==> src/rtl/cam_ctrl_pkg.sv <==
// Shared definitions for the CAM controller: FSM state encoding, lookup
// counter width and the legal range of the lookup latency parameter.
package cam_ctrl_pkg;

  typedef enum logic [2:0] {
    ST_IDLE     = 3'd0,
    ST_WRITE    = 3'd1,
    ST_WR_WAIT  = 3'd2,
    ST_LKP_WAIT = 3'd3,
    ST_RESULT   = 3'd4
  } state_t;

  localparam int LKP_CNT_W          = 4;
  localparam int LOOKUP_LATENCY_MIN = 1;
  localparam int LOOKUP_LATENCY_MAX = 15;

  // Clamp the requested latency into the range the 4-bit counter can hold.
  function automatic logic [LKP_CNT_W-1:0] lookup_load(input int latency);
    int lat;
    lat = latency;
    if (lat < LOOKUP_LATENCY_MIN) lat = LOOKUP_LATENCY_MIN;
    if (lat > LOOKUP_LATENCY_MAX) lat = LOOKUP_LATENCY_MAX;
    return LKP_CNT_W'(lat);
  endfunction

endpackage

==> src/rtl/cam_ctrl.sv <==
// Front-end controller for an external CAM: serialises entry updates and
// key lookups, one operation outstanding at a time, and presents lookup
// results on a valid/ready interface.
module cam_ctrl
  import cam_ctrl_pkg::*;
#(
  parameter int C_TCAM_ADDR_WIDTH       = 5,
  parameter int C_TCAM_DATA_WIDTH       = 32,
  parameter int C_TCAM_MATCH_ADDR_WIDTH = 5,
  parameter int C_LOOKUP_LATENCY        = 2
) (
  input  logic                               CLK,
  input  logic                               RST,
  input  logic                               UPD_VALID,
  output logic                               UPD_READY,
  input  logic [C_TCAM_ADDR_WIDTH-1:0]       UPD_ADDR,
  input  logic [C_TCAM_DATA_WIDTH-1:0]       UPD_DATA,
  input  logic                               LKP_VALID,
  output logic                               LKP_READY,
  input  logic [C_TCAM_DATA_WIDTH-1:0]       LKP_KEY,
  output logic                               RES_VALID,
  input  logic                               RES_READY,
  output logic                               RES_HIT,
  output logic [C_TCAM_MATCH_ADDR_WIDTH-1:0] RES_ADDR,
  output logic                               CAM_WE,
  output logic [C_TCAM_ADDR_WIDTH-1:0]       CAM_ADDR_WR,
  output logic [C_TCAM_DATA_WIDTH-1:0]       CAM_DIN,
  input  logic                               CAM_BUSY,
  output logic [C_TCAM_DATA_WIDTH-1:0]       CAM_CMP_DIN,
  input  logic                               CAM_MATCH,
  input  logic [C_TCAM_MATCH_ADDR_WIDTH-1:0] CAM_MATCH_ADDR
);

  localparam logic [LKP_CNT_W-1:0] LAT_LOAD = lookup_load(C_LOOKUP_LATENCY);

  state_t               state;
  state_t               state_nxt;
  logic [LKP_CNT_W-1:0] lkp_cnt;
  logic                 idle_free;
  logic                 upd_fire;
  logic                 lkp_fire;

  // State register.
  always_ff @(posedge CLK) begin
    // NOTE: clocked state uses non-blocking assignments so every flop samples
    // pre-edge values regardless of block ordering.
    if (RST) state <= ST_IDLE;
    else     state <= state_nxt;
  end

  // Next-state decode, handshakes and CAM write strobe.
  always_comb begin
    // NOTE: every output of this block is given a default first so no path
    // leaves a signal unassigned, which would otherwise infer a latch.
    state_nxt = state;
    idle_free = 1'b0;
    upd_fire  = 1'b0;
    lkp_fire  = 1'b0;
    UPD_READY = 1'b0;
    LKP_READY = 1'b0;
    CAM_WE    = 1'b0;
    RES_VALID = 1'b0;
    case (state)
      ST_IDLE: begin
        // Updates win over a simultaneous lookup; nothing is taken while the
        // CAM is still busy or while reset is held.
        idle_free = !CAM_BUSY && !RST;
        UPD_READY = idle_free;
        LKP_READY = idle_free && !UPD_VALID;
        upd_fire  = idle_free && UPD_VALID;
        lkp_fire  = idle_free && !UPD_VALID && LKP_VALID;
        if (upd_fire)      state_nxt = ST_WRITE;
        else if (lkp_fire) state_nxt = ST_LKP_WAIT;
      end
      ST_WRITE: begin
        CAM_WE    = 1'b1;
        state_nxt = ST_WR_WAIT;
      end
      ST_WR_WAIT: begin
        if (!CAM_BUSY) state_nxt = ST_IDLE;
      end
      ST_LKP_WAIT: begin
        if (lkp_cnt == '0) state_nxt = ST_RESULT;
      end
      ST_RESULT: begin
        RES_VALID = 1'b1;
        if (RES_READY) state_nxt = ST_IDLE;
      end
      default: state_nxt = ST_IDLE;
    endcase
  end

  // Request capture, lookup latency countdown and result sampling.
  always_ff @(posedge CLK) begin
    if (RST) begin
      lkp_cnt     <= '0;
      CAM_ADDR_WR <= '0;
      CAM_DIN     <= '0;
      CAM_CMP_DIN <= '0;
      RES_HIT     <= 1'b0;
      RES_ADDR    <= '0;
    end else begin
      if (upd_fire) begin
        CAM_ADDR_WR <= UPD_ADDR;
        CAM_DIN     <= UPD_DATA;
      end
      if (lkp_fire) begin
        // The compare key stays on the CAM until the next lookup is taken.
        CAM_CMP_DIN <= LKP_KEY;
        lkp_cnt     <= LAT_LOAD;
      end else if (state == ST_LKP_WAIT) begin
        if (lkp_cnt == '0) begin
          RES_HIT  <= CAM_MATCH;
          RES_ADDR <= CAM_MATCH ? CAM_MATCH_ADDR : '0;
        end else begin
          lkp_cnt <= lkp_cnt - LKP_CNT_W'(1);
        end
      end
    end
  end

endmodule

==> config.mk <==
export PLATFORM = sky130hd
export DESIGN_NAME = cam_ctrl
export DESIGN_NICKNAME = d
export VERILOG_FILES = /design/src/rtl/cam_ctrl_pkg.sv /design/src/rtl/cam_ctrl.sv
export SDC_FILE = /design/constraint.sdc
export NUM_CORES = 1
export LEC_CHECK = 0
export CORE_ASPECT_RATIO = 0.8
export CORE_MARGIN = 2
export CORE_UTILIZATION = 35
export CTS_CLUSTER_SIZE = 25
export DETAILED_ROUTE_END_ITERATION = 10
export PLACE_DENSITY = 0.76
export SLEW_MARGIN = 40
export SYNTH_ARGS = -nofsm -noshare
export SYNTH_HDL_FRONTEND = slang
export SYNTH_SLANG_ARGS = --single-unit
==> constraint.sdc <==
create_clock -name CLK -period 1.3 [get_ports CLK]
set_input_delay 0.39 -clock CLK [delete_from_list [all_inputs] [get_ports CLK]]
set_output_delay 0.39 -clock CLK [all_outputs]
set_load 0.01 [all_outputs]
## Word level (Yosys, flattened, before mapping)

Cells that the tools add are included.

| storage, ports and cells | value |
|---|---|
| register bits after elaboration | 82 |
| bits of input ports | 81 |
| output and inout port bits | 79 |
| logic and storage cells | 51 |

| cells by class | value |
|---|---|
| add/sub/neg operators | 1 |
| equality and inequality tests | 9 |
| muxes and demuxes | 16 |
| bitwise operators | 2 |
| reduce and logical (&&, ||, !) cells | 15 |

Operator list:

| cell | count |
|---|---|
| 3-bit 2-to-1 mux | 5 |
| 3-bit case mux with 5 select lines | 1 |
| 2-bit inequality test (second input constant) | 4 |
| 3-bit by 2-bit == test with 1-bit output (second input constant) | 2 |
| 1-bit 2-to-1 mux | 6 |
| 2-bit 2-to-1 mux | 3 |
| 5-bit 2-to-1 mux | 1 |
| 1-bit logical AND | 4 |
| 4-bit zero test | 1 |
| 2-bit AND reduction | 2 |
| 4-bit AND reduction | 1 |
| 4-bit by 1-bit subtractor with 4-bit output (second input constant) | 1 |
| 3-bit by 1-bit == test with 1-bit output (second input constant) | 1 |
| 3-bit == test (second input constant) | 1 |
| 1-bit zero test | 3 |
| 3-bit zero test | 1 |
| 3-bit inequality test (second input constant) | 1 |
| 3-bit AND reduction | 1 |
| 1-bit inverter | 2 |
| 2-bit nonzero test | 1 |
| 2-bit OR reduction | 1 |

## Depth between registers and ports, before layout

| depth | value |
|---|---|
| depth in word-level cells | 7 |
| mapped depth | 6 |
| gate-level depth less buffers | 4 |

## Least setup slack after synthesis

No wires, ideal clock.

| timing path | value |
|---|---|
| kind | input port to output port |
| start point | in CAM_BUSY |
| end point | out LKP_READY |
| arrival time | 1031 ps |
| required time | 910 ps |
| slack | -121 ps |
| cell stages on the path | 3 |
| buffers on the path | 0 |
| cells stage by stage | nor2_1 > and2_1 > nor2b_1 |

| between the ends | value |
|---|---|
| cells in the longest elaborated chain, start to end | 4 |

RTL lines:

| element | RTL line | text |
|---|---|---|
| start, declared | cam_ctrl.sv:28 | `input logic CAM_BUSY,` |
| 1-bit zero test | -- |  |
| 1-bit logical AND | cam_ctrl.sv:67 | `idle_free = !CAM_BUSY && !RST;` |
| 1-bit logical AND | cam_ctrl.sv:69 | `LKP_READY = idle_free && !UPD_VALID;` |
| 1-bit 2-to-1 mux | cam_ctrl.sv:63 | `case (state)` |
| end, declared | cam_ctrl.sv:19 | `output logic LKP_READY,` |

Every way passes these cells.

## Worst setup path in the final report

| timing path | value |
|---|---|
| start point | reg state[2] |
| end point | out LKP_READY |

| between the ends | value |
|---|---|
| cells in the longest elaborated chain, start to end | 2 |

RTL lines:

| element | RTL line | text |
|---|---|---|
| start, declared | cam_ctrl.sv:36 | `state_t state;` |
| start signal, assigned | cam_ctrl.sv:48 | `else state <= state_nxt;` |
| 3-bit zero test | cam_ctrl.sv:63 |  |
| 1-bit 2-to-1 mux | cam_ctrl.sv:63 |  |

Every way passes these cells.

==> metrics.cfg <==
[cells_and_area]
final_layout_size_suffix_gt1_frac = 0.610
fill_cells = 556
design_area_um2 = 6330
instances_no_fill = 705
area_growth_pct = 112
regArea_um2 = 1720
diodes = 0
fin_nets = 669
multiInputGateArea_um2 = 1900

[worst_setup_path]
crit_path_max_fanout = 3
max_stage_delay_ns = 0.36
endpoint_kind = output pin
r2r-start = state[2]$_SDFFE_PP0P_
worst_setup_path_start_kind = flip-flop
crit_chain = nor3_4 -> and2_4 -> nor2b_4 -> buf_6
reg2reg_slack_ns = -0.33
critPathSlowestCell = dfxtp_4
path_class = flip-flop to output pin
rr_worst_depth = 9
cp.arrival_ns = 1.30
crit_required_ns = 0.91
r2r_end = CAM_ADDR_WR[0]$_SDFFE_PP0P_

[global_routing]
grt_pass1_vias = 3721
grt_max_degree = 44
overflow = 0
grt_pass1_wl_um = 19900
grt_use_total = 0.280
antenna_found_initial = 0

[logic_synthesis]
synth_commonest_cells = nand2_1 (147), dfxtp_1 (82), a21oi_1 (79)
syn_avg_cell_area_um2 = 7.96
synth_area_um2 = 2980
synth.largest_area_cell = dfxtp_1
yosysWarnings = 0
synth_edf_count = 0
ys_ff_latch = 82
synth_top_area_frac = 0.550
ys_types = 31
synthTopCellsByArea = dfxtp_1 (55%), nand2_1 (18%), a21oi_1 (13%), buf_4 (2.0%), clkbuf_1 (1.9%)
synth_nets = 456
syn_inst = 375
yosysSeqAreaShare = 0.550
async_reset_ff_frac = 0
yosysMostFrequentCell = nand2_1
synthFlopType = dfxtp_1

[sta]
timing_max_transition_violations_final = 0
max_freq_ghz = 0.592
worstMarginPinSlew_ns = 0.607
rsz0062_at_grt = true
setup_ws_ns = -0.390
min_period_over_period = 1.30
relSlewSlack = 0.595
fin_worst_skew_ns = 0.0139
finalCriticalPeriod_ns = 1.69
setup_viol = 82
final-hold-violation-count = 0
fin_hold_ws_ns = 0.453

[route]
drc = 0
first_pass_iters = 4
via_per_inst = 5.00
vias = 3525
postRouteAntennaNets = 0
finalWirelength_um = 13000
wl_per_cell_um = 18.5
drtIter0Drc = 119

[placement]
dp_cells = 644
postPlaceCellArea_um2 = 4830
place_congestion = 0.808
hpwl_um = 6030
port_buffers = 159

[clock_tree]
cts_tree = built
cts_sinks = 82
cts_made_buffers = 9
clk_pin_slew_ns = 0.09
htreeDepth = 3
cts-root-buf = clkbuf_8
clockBufferDepth = 2
clk_latency_ns = 0.36

[flow_run]
max_cap_viol_count = 0

[worst_hold_path]
hp-start = CAM_CMP_DIN[7]$_SDFFE_PP0P_
hold_class = flip-flop to flip-flop
min_to = CAM_CMP_DIN[7]$_SDFFE_PP0P_
min_path_cells = 2

[power]
combinationalPowerShare = 0.183
p_leak_nw = 2.60
p_int_mw = 4.32
p_sw_frac = 0.253
p_per_area_nw_per_um2 = 914
p_switching_mw = 1.47
seqPwrFrac = 0.453
vdd_drop_max_mv = 0.803
clock_power_share = 0.364

[floorplanning]
die_h_um = 86.6
io_pins = 160
core-area_um2 = 8370
rows = 30
die_w_um = 107
start_util = 0.357
die-area_um2 = 9290

[run_status]
status = finished, violations left
violations = negative setup slack

[cells by family (layout without fill, tap and decap cells)]
kind of cell	Yosys count	in the layout	synth area share
and+or+nand+nor	179	179	0.251
DFF	82	82	0.550
buffers and inverters	26	244	0.0432
AOI/OAI and AO/OA	88	88	0.156
[worst max path at each step]
stage	from	slack, ns	cells past startpoint	end
final	state[2]$_SDFFE_PP0P_	-0.39	4	LKP_READY
after global routing	state[2]$_SDFFE_PP0P_	-0.47	4	LKP_READY
after detailed placement	CAM_BUSY	-0.85	5	LKP_READY
after floorplan	state[2]$_SDFFE_PP0P_	-0.04	3	lkp_cnt[2]$_SDFFE_PP0P_
after CTS	state[1]$_SDFFE_PP0P_	-0.42	4	LKP_READY
after global placement	CAM_BUSY	-0.85	5	LKP_READY
[layout by cell type, fill, tap and decap left out, types with 2 or more instances in the layout]
| master | synthesis | final |
|---|---|---|
| dfxtp_2 | 0 | 51 |
| nor2b_4 | 0 | 2 |
| bufinv_16 | 0 | 2 |
| nor3_1 | 5 | 3 |
| dfxtp_4 | 0 | 3 |
| nand2_4 | 0 | 35 |
| a211oi_2 | 1 | 2 |
| clkinvlp_4 | 0 | 2 |
| buf_4 | 8 | 18 |
| nor2_1 | 4 | 2 |
| clkbuf_8 | 0 | 10 |
| a21oi_1 | 79 | 32 |
| clkdlybuf4s50_1 | 0 | 77 |
| a21oi_2 | 0 | 47 |
| dlygate4sd2_1 | 0 | 2 |
| buf_2 | 1 | 78 |
| buf_12 | 0 | 14 |
| nor3_4 | 0 | 2 |
| clkbuf_1 | 15 | 2 |
| buf_16 | 0 | 20 |
| dfxtp_1 | 82 | 28 |
| buf_6 | 0 | 18 |
| and3_4 | 0 | 2 |
| nand2_2 | 0 | 36 |
| nand3_2 | 0 | 6 |
| nand2_1 | 147 | 76 |
[registers in the layout, summed over array words and instances (netlist names)]
signal,count
lkp_cnt,4
CAM_DIN,32
RES_HIT,1
CAM_ADDR_WR,5
CAM_CMP_DIN,32
state,3
RES_ADDR,5
[what timing repair did]
item	in CTS	in global routing
pin swaps	91	15
cloned	22	0
buffers inserted	24	4
resized for setup	556	46
endpoints found under the setup margin	161	95
hold buffers	0	0
[power groups by stage]
| stage | logic (mW) | registers, mW | clock network (mW) |
|---|---|---|---|
| 3_3_place_gp | 0.671 | 2.66 | 0 |
| 5_1_grt | 1.11 | 2.63 | 2.25 |
| 2_1_floorplan | 0.190 | 2.69 | 0 |
| 3_5_place_dp | 0.677 | 2.67 | 0 |
| 4_1_cts | 1.03 | 2.62 | 2.12 |
| 6_report | 1.06 | 2.62 | 2.10 |
[through the flow]
stage          power (mW)  utilization  setup TNS (ns)  worst slack, ns
4_1_cts              5.77        0.747          -24.59           -0.420
2_1_floorplan        2.88            -         -0.0698          -0.0352
5_1_grt              5.99        0.756          -24.55           -0.466
6_report             5.78        0.756          -18.01           -0.390
3_3_place_gp         3.33        0.577          -40.23           -0.848
3_5_place_dp         3.34        0.577          -42.17           -0.853
[worst max-delay path, delay by kind of cell (launching register included)]
family / cells / cell delay (ns)
AND/OR/NAND/NOR: 3 / 0.48
flip-flops: 1 / 0.36
buffers and inverters: 1 / 0.10
[layout make-up]
cell class	count	area share
timing repair buffer	227	0.371
tap	112	0.0221
multi-input combinational	267	0.300
clock inverter	4	0.0119
sequential	82	0.271
inverter	1	0.000593
clock buffer	12	0.0229
[metal layers]
metal	share of wire	track usage	routed length [um]
met5	0	0	0
met1	0.39	0.323	5050
met3	0.075	0.0857	979
met2	0.52	0.505	6730
met4	0.020	0.0767	255
Note: power is estimated with default switching activity, not from simulation.
